[src/rtl/ahbl_arbiter_2m.sv]
// ahbl_arbiter_2m: two AHB-Lite masters onto one slave port.
// A losing request parks in a one-entry buffer for its master.
module ahbl_arbiter_2m #(
  parameter int W_ADDR = 32,
  parameter int W_DATA = 32
) (
  input  logic              clk,
  input  logic              rst_n,
  input  logic [W_ADDR-1:0] m0_haddr,
  input  logic              m0_hwrite,
  input  logic [1:0]        m0_htrans,
  input  logic              m0_hexcl,
  input  logic [2:0]        m0_hsize,
  input  logic [2:0]        m0_hburst,
  input  logic [3:0]        m0_hprot,
  input  logic              m0_hmastlock,
  input  logic [W_DATA-1:0] m0_hwdata,
  output logic              m0_hready,
  output logic              m0_hresp,
  output logic              m0_hexokay,
  output logic [W_DATA-1:0] m0_hrdata,
  input  logic [W_ADDR-1:0] m1_haddr,
  input  logic              m1_hwrite,
  input  logic [1:0]        m1_htrans,
  input  logic              m1_hexcl,
  input  logic [2:0]        m1_hsize,
  input  logic [2:0]        m1_hburst,
  input  logic [3:0]        m1_hprot,
  input  logic              m1_hmastlock,
  input  logic [W_DATA-1:0] m1_hwdata,
  output logic              m1_hready,
  output logic              m1_hresp,
  output logic              m1_hexokay,
  output logic [W_DATA-1:0] m1_hrdata,
  output logic [W_ADDR-1:0] s_haddr,
  output logic              s_hwrite,
  output logic [1:0]        s_htrans,
  output logic              s_hexcl,
  output logic [2:0]        s_hsize,
  output logic [2:0]        s_hburst,
  output logic [3:0]        s_hprot,
  output logic              s_hmastlock,
  output logic [W_DATA-1:0] s_hwdata,
  input  logic              s_hready,
  input  logic              s_hresp,
  input  logic              s_hexokay,
  input  logic [W_DATA-1:0] s_hrdata
);

  typedef enum logic [1:0] {
    OWN_NONE = 2'd0,
    OWN_M0   = 2'd1,
    OWN_M1   = 2'd2
  } own_e;

  typedef struct packed {
    logic [W_ADDR-1:0] haddr;
    logic              hwrite;
    logic [2:0]        hsize;
    logic [2:0]        hburst;
    logic [3:0]        hprot;
    logic              hmastlock;
    logic              hexcl;
  } req_t;

  req_t       live [2];
  req_t       bufr [2];
  req_t       g;
  logic [1:0] buf_vld;
  logic [1:0] live_vld;
  logic [1:0] allow;
  logic [1:0] cb;
  logic [1:0] cl;
  logic [1:0] cand;
  logic       rr_ptr;
  logic       lock_vld;
  logic       lock_id;
  logic       gnt_vld;
  logic       gbuf;
  logic       gid;
  logic       take_live;
  logic       take_buf;
  own_e       owner;

  assign live[0] = {m0_haddr, m0_hwrite, m0_hsize, m0_hburst,
                    m0_hprot, m0_hmastlock, m0_hexcl};
  assign live[1] = {m1_haddr, m1_hwrite, m1_hsize, m1_hburst,
                    m1_hprot, m1_hmastlock, m1_hexcl};

  // A full buffer stalls its master before any owner consideration
  always_comb begin
    m0_hready = 1'b1;
    m1_hready = 1'b1;
    if (buf_vld[0])
      m0_hready = 1'b0;
    else if (owner == OWN_M0)
      m0_hready = s_hready;
    if (buf_vld[1])
      m1_hready = 1'b0;
    else if (owner == OWN_M1)
      m1_hready = s_hready;
  end

  assign live_vld[0] = rst_n & m0_hready & m0_htrans[1];
  assign live_vld[1] = rst_n & m1_hready & m1_htrans[1];

  always_comb begin
    allow = 2'b11;
    if (lock_vld)
      allow = lock_id ? 2'b10 : 2'b01;
    cb   = buf_vld & allow;
    cl   = live_vld & allow;
    gbuf = |cb;
    cand = gbuf ? cb : cl;
    gid  = (cand == 2'b11) ? rr_ptr : cand[1];
    g    = gbuf ? bufr[gid] : live[gid];
  end

  assign gnt_vld   = rst_n & s_hready & (|cand);
  assign take_live = gnt_vld & ~gbuf;
  assign take_buf  = gnt_vld & gbuf;

  assign s_htrans    = gnt_vld ? 2'b10 : 2'b00;
  assign s_haddr     = g.haddr;
  assign s_hwrite    = g.hwrite;
  assign s_hsize     = g.hsize;
  assign s_hburst    = g.hburst;
  assign s_hprot     = g.hprot;
  assign s_hmastlock = g.hmastlock;
  assign s_hexcl     = g.hexcl;

  always_comb begin
    s_hwdata = '0;
    unique case (1'b1)
      owner == OWN_M0: s_hwdata = m0_hwdata;
      owner == OWN_M1: s_hwdata = m1_hwdata;
      default:         s_hwdata = '0;
    endcase
  end

  assign m0_hresp   = (owner == OWN_M0) & s_hresp;
  assign m1_hresp   = (owner == OWN_M1) & s_hresp;
  assign m0_hexokay = (owner == OWN_M0) & s_hexokay;
  assign m1_hexokay = (owner == OWN_M1) & s_hexokay;
  assign m0_hrdata  = s_hrdata;
  assign m1_hrdata  = s_hrdata;

  always_ff @(posedge clk or negedge rst_n) begin
    if (!rst_n) begin
      buf_vld  <= 2'b00;
      bufr[0]  <= '0;
      bufr[1]  <= '0;
      rr_ptr   <= 1'b0;
      lock_vld <= 1'b0;
      lock_id  <= 1'b0;
      owner    <= OWN_NONE;
    end else begin
      for (int i = 0; i < 2; i++) begin
        if (live_vld[i] && !(take_live && gid == 1'(i))) begin
          buf_vld[i] <= 1'b1;
          bufr[i]    <= live[i];
        end else if (take_buf && gid == 1'(i)) begin
          buf_vld[i] <= 1'b0;
        end
      end
      if (s_hready) begin
        owner <= gnt_vld ? (gid ? OWN_M1 : OWN_M0) : OWN_NONE;
        // No grant while locked means the holder went idle
        if (gnt_vld) begin
          rr_ptr   <= ~gid;
          lock_vld <= g.hmastlock;
          lock_id  <= gid;
        end else begin
          lock_vld <= 1'b0;
        end
      end
    end
  end

endmodule

[config.mk]
export PLATFORM = sky130hd
export DESIGN_NAME = ahbl_arbiter_2m
export DESIGN_NICKNAME = d
export VERILOG_FILES = /design/src/rtl/ahbl_arbiter_2m.sv
export SDC_FILE = /design/constraint.sdc
export NUM_CORES = 1
export LEC_CHECK = 0
export ABC_AREA = 1
export BUFFER_PORTS_ARGS = -buffer_cell sky130_fd_sc_hd__buf_2
export CORE_AREA = 2 2 132 134
export CTS_CLUSTER_DIAMETER = 200
export DETAILED_ROUTE_END_ITERATION = 8
export DIE_AREA = 0 0 134 136
export PLACE_DENSITY = 0.71
export SLEW_MARGIN = 15
export SYNTH_ARGS = -nofsm -noshare
export SYNTH_HDL_FRONTEND = slang
export SYNTH_SLANG_ARGS = --single-unit
[constraint.sdc]
create_clock -name clk -period 4.2 [get_ports clk]
set_clock_uncertainty 0.05 [all_clocks]
set_input_delay 0.42 -clock clk [delete_from_list [all_inputs] [get_ports clk]]
set_output_delay 0.42 -clock clk [all_outputs]
set_load 0.02 [all_outputs]
# Yosys cells after proc, flatten, opt, wreduce, memory -nomap -nowiden
# Index checks and enable logic that the tools add are counted.
# word_totals
elab_cells,78
regBits,97
inputBits,195
# classes
mux,24
n_lt_le_gt_ge,1
bitwise_logic,17
n_eq_ne,3
reduce_logical,13
# ops
operator,n
45-bit two-way mux,7
32-bit case mux with 2 select lines,1
1-bit bitwise AND,12
2-bit two-way mux,6
1-bit two-way mux,10
1-bit logical AND,6
2-bit bitwise AND,2
2-bit equality test (second input constant),2
2-bit nonzero test,2
2-bit OR reduction,2
2-bit by 1-bit equality test with 1-bit output (second input constant),1
2-bit >= comparator (second input constant),1
1-bit zero test,2
1-bit inverter,2
1-bit inverter with 2-bit output,1
2-bit AND reduction,1

# Depth between registers and ports, before layout
# depth
ltp_word,15
ltp_mapped,15
ltp_nobuf,13

# Least setup slack after synthesis
# Ideal clock, no wire load.
# synth_timing
path_kind,reg-to-output
from,register owner[0]
to,output s_hprot[2]
setup_slack_ns,1.835
stages_incl_launch_ff,14
path_buffers,2
arrival_time_ns,1.895
path_cell_list,dfrtp_1 -> inv_1 -> ha_1 -> buf_2 -> inv_2 -> o21ai_2 -> nor2_2 -> nand3_1 -> nand2_1 -> nand2_4 -> inv_4 -> buf_2 -> o21ai_0 -> o21ai_1
# synth_via
elab_chain_len,14
word_cells_on_any_way,22
cone_classes,eq/ne (3); mux (13); bitwise (6)
# synth_rtl
element,line,text
start: declaration,83,own_e owner;
start signal: assignment,167,owner <= gnt_vld ? (gid ? OWN_M1 : OWN_M0) : OWN_NONE;
2-bit by 1-bit equality test with 1-bit output / 2-bit equality test (equally long branches),"96, 100",
1-bit two-way mux (on tied branches),"96, 100",
1-bit two-way mux (on tied branches),"94, 98",
1-bit bitwise AND (on tied branches) (2 in series),"104, 105",
2-bit bitwise AND *,112,cl = live_vld & allow;
2-bit two-way mux *,114,cand = gbuf ? cb : cl;
2-bit equality test,115,gid = (cand == 2'b11) ? rr_ptr : cand[1];
1-bit two-way mux *,115,
1-bit inverter with 2-bit output (not written as such) *,116,g = gbuf ? bufr[gid] : live[gid];
45-bit two-way mux (not written as such) (3 in series),116,
45-bit two-way mux *,116,
end: declaration,41,"output logic [3:0] s_hprot,"
# Mark *: on every way between the ends. The rest lies on a longest branch, timed or not. The select of a mux whose other input is x is not followed.

# Worst setup path in the final report
# layout_timing
from,input rst_n
to,output s_haddr[17]
# layout_via
elab_chain_len,11
word_cells_on_any_way,16
cone_classes,eq/ne (1); mux (9); bitwise (6)
# layout_rtl
element,line,text
start: declaration,8,"input logic rst_n,"
1-bit bitwise AND (on tied branches) (2 in series),"104, 105",
2-bit bitwise AND *,112,
2-bit two-way mux *,114,
2-bit equality test,115,
1-bit two-way mux *,115,
1-bit inverter with 2-bit output (not written as such) *,116,
45-bit two-way mux (not written as such) (3 in series),116,
45-bit two-way mux *,116,
end: declaration,35,"output logic [W_ADDR-1:0] s_haddr,"
# Marks and branches as above.

==> metrics.txt <==
Hold Path Class in -> reg; RSZ-0062 raised after global routing no; setup TNS 0 ns; worst hold stages 3; most common cell after layout, fill and taps aside nand2_1; reg2reg path depth 14; slowest CP cell dlygate4sd3_1; # setup viols final 0; clock buffer depth 2; CTS sink cnt 97; Tmin final 3.509 ns; Reg area 2427 µm²; crit path cell chain dlygate4sd3_1, buf_4, nand2_1, nor2_4, nand3_1, nand2_1, nand2_4, inv_4, buf_12, o21ai_0, o21ai_1, buf_2; PortBufs 244; Routed WL 20.10 mm; gr ovfl total 0; Post-CTS Hold Buffers 1; Die Footprint 18220 µm²; Mean Syn Cell Area 6.677 µm²; Worst path max stage delay 0.53 ns; worst relative slew slack 0.3651; post-CTS sizing 0; delay-heaviest family, CP buffers and inverters; FILL cells 1776; DR vias/cell 4.917; Worst EP required 3.73 ns; hold endpoint bufr[64]$_DFFE_PN0P_; vias in the first global route 6157; VDD IR-drop max 0.5730 mV; final net count 1309; H-tree levels 3; CTS tree yes; Cells after Synth 977; routed via count 6603; post-synth top area share 0.3721; Die W 134 µm; sequential-to-total area share from yosys stat 0.3721; Clk Latency, worst-skew pair 0.35 ns; Placed Instance Area 7276 µm²; reg2reg start owner[0]$_DFFE_PN0P_; Hold Violations, Final 0; P_leak 4.245 nW; Worst R2R End bufr[50]$_DFFE_PN0P_; reg2reg setup slack 1.24 ns; Syn Nets 1174; HP Start m0_haddr[6]; CTS root buffer clkbuf_16; DR WL/cell 14.97 µm; Multi-input gate area 3166 µm²; detailed placement HPWL 13.16 mm; Synth area leaders dfrtp_1 37%, nand2_1 25%, buf_4 8.1%; Initial Utilization 0.3866; pins over their slew limit 0; first-pass GRT wire length 31.82 mm; most frequent cells in the layout 439 x nand2_1, 243 x buf_2, 98 x nand3_1, 97 x dfrtp_1, 48 x o21ai_0; Synth-to-Final Area Change 16.42%; Worst Slack Setup Final 0.6906 ns; share of cells above drive strength 1 0.2596; post-synthesis cell area 6524 µm²; core area 16880 µm²; GP Congestion 0.8087; Fmax 284.9 MHz; fin area 7595 µm²; DR iter-0 viols 347; Final Hold Slack 0.2577 ns; Clk pin slew, worst setup/hold paths 0.08 ns; clock buffer count from CTS 9; Maximum Capacitance Violations 0; CP startpoint kind input port; synthesized flop and latch total 97; pre-CTS setup slack 1.009 ns; Worst-Margin Slew 0.9524 ns; Buf+Inv Stages, Crit Path 5; crit end category output pin; maximum fanout along the worst path 62; Worst Path Arrival 3.04 ns; Antenna Nets Post-Route 0; P per Cell Area 876.4 nW/µm²; pin count of the biggest net entering global routing 94; Netlist cell types 29; status finished clean; CP startpoint rst_n; # DRC 0; CP Class in -> out; cell mode on critical path nand2_1; Total GRT Usage 0.2227; initial antenna violation count 3; postcts setup bufs 0; IO Count 344; fin crit share 0.8356; Yosys Warn Count 0; die height 136 µm; DR pass1 iterations 5; # rows 48; Synth area leader dfrtp_1
-- synth_stat cells (all sizes together) --
cell type	n
buf	120
and2	1
nand4	1
dfrtp	97
o21bai	1
nor3	2
nand2	448
clkbuf	11
inv	20
ha	2
o21ai	95
a21oi	33
nand3	99
nor2	46
conb	1
-- final cells by class --
type	count	area share
Multi-Input combinational cell	729	0.4168
Sequential cell	97	0.3196
Timing Repair Buffer	255	0.1756
Tap cell	225	0.03707
Clock buffer	11	0.03196
Inverter	20	0.01021
Clock inverter	5	0.008402
Antenna cell	1	0.0003295
-- kinds of logic after synthesis --
logic type | synth area share
buffers and inverters | 0.1435
adders and majority gates | 0.003835
DFF | 0.3721
other | 0.0005748
and+or+nand+nor | 0.3790
AOI/OAI and AO/OA | 0.1011
-- worst max-delay path by stage --
stage                             end  slack [ns]  cells after the start
2_1_floorplan              s_hprot[2]        1.84                     13
3_3_place_gp   buf_vld[0]$_DFFE_PN0P_        1.03                     11
3_5_place_dp   buf_vld[0]$_DFFE_PN0P_        1.01                     11
4_1_cts                   s_haddr[18]        0.68                     12
5_1_grt                    s_hprot[0]        0.42                     12
6_report                  s_haddr[17]        0.69                     12
-- routing by layer --
metal	routed length, µm	share of wire	vias up	GRT usage
li1	-	-	3303	-
met1	8164	0.41	2987	0.2634
met2	10030	0.50	265	0.4003
met3	1391	0.069	46	0.04101
met4	502	0.025	2	0.08688
met5	16	0.00080	-	0
-- registers in the layout, summed over array words and instances (netlist names) --
| name | flops |
|---|---|
| owner | 2 |
| buf_vld | 2 |
| bufr | 90 |
| lock_vld | 1 |
| lock_id | 1 |
| rr_ptr | 1 |
-- worst min-delay path: stages --
cell and delay [ns]:
buf_2 0.08, nand3_1 0.06, nand2_1 0.06
-- through the flow --
step           std cells  power [mW]    util
2_1_floorplan        977       4.722       -
3_3_place_gp        1325       5.793  0.4311
3_5_place_dp        1325       5.839  0.4311
4_1_cts             1342       6.721  0.4499
5_1_grt             1342       7.250  0.4499
6_report            1343       6.656  0.4500
-- report_power, final --
| group | internal [mW] | leakage [nW] | total (mW) | switching (mW) |
|---|---|---|---|---|
| sequential | 1.39 | 1.21 | 1.62 | 0.230 |
| clock | 0.484 | 0.152 | 0.863 | 0.378 |
| combinational | 1.28 | 2.89 | 4.17 | 2.89 |
(Power assumes the default switching activity.)
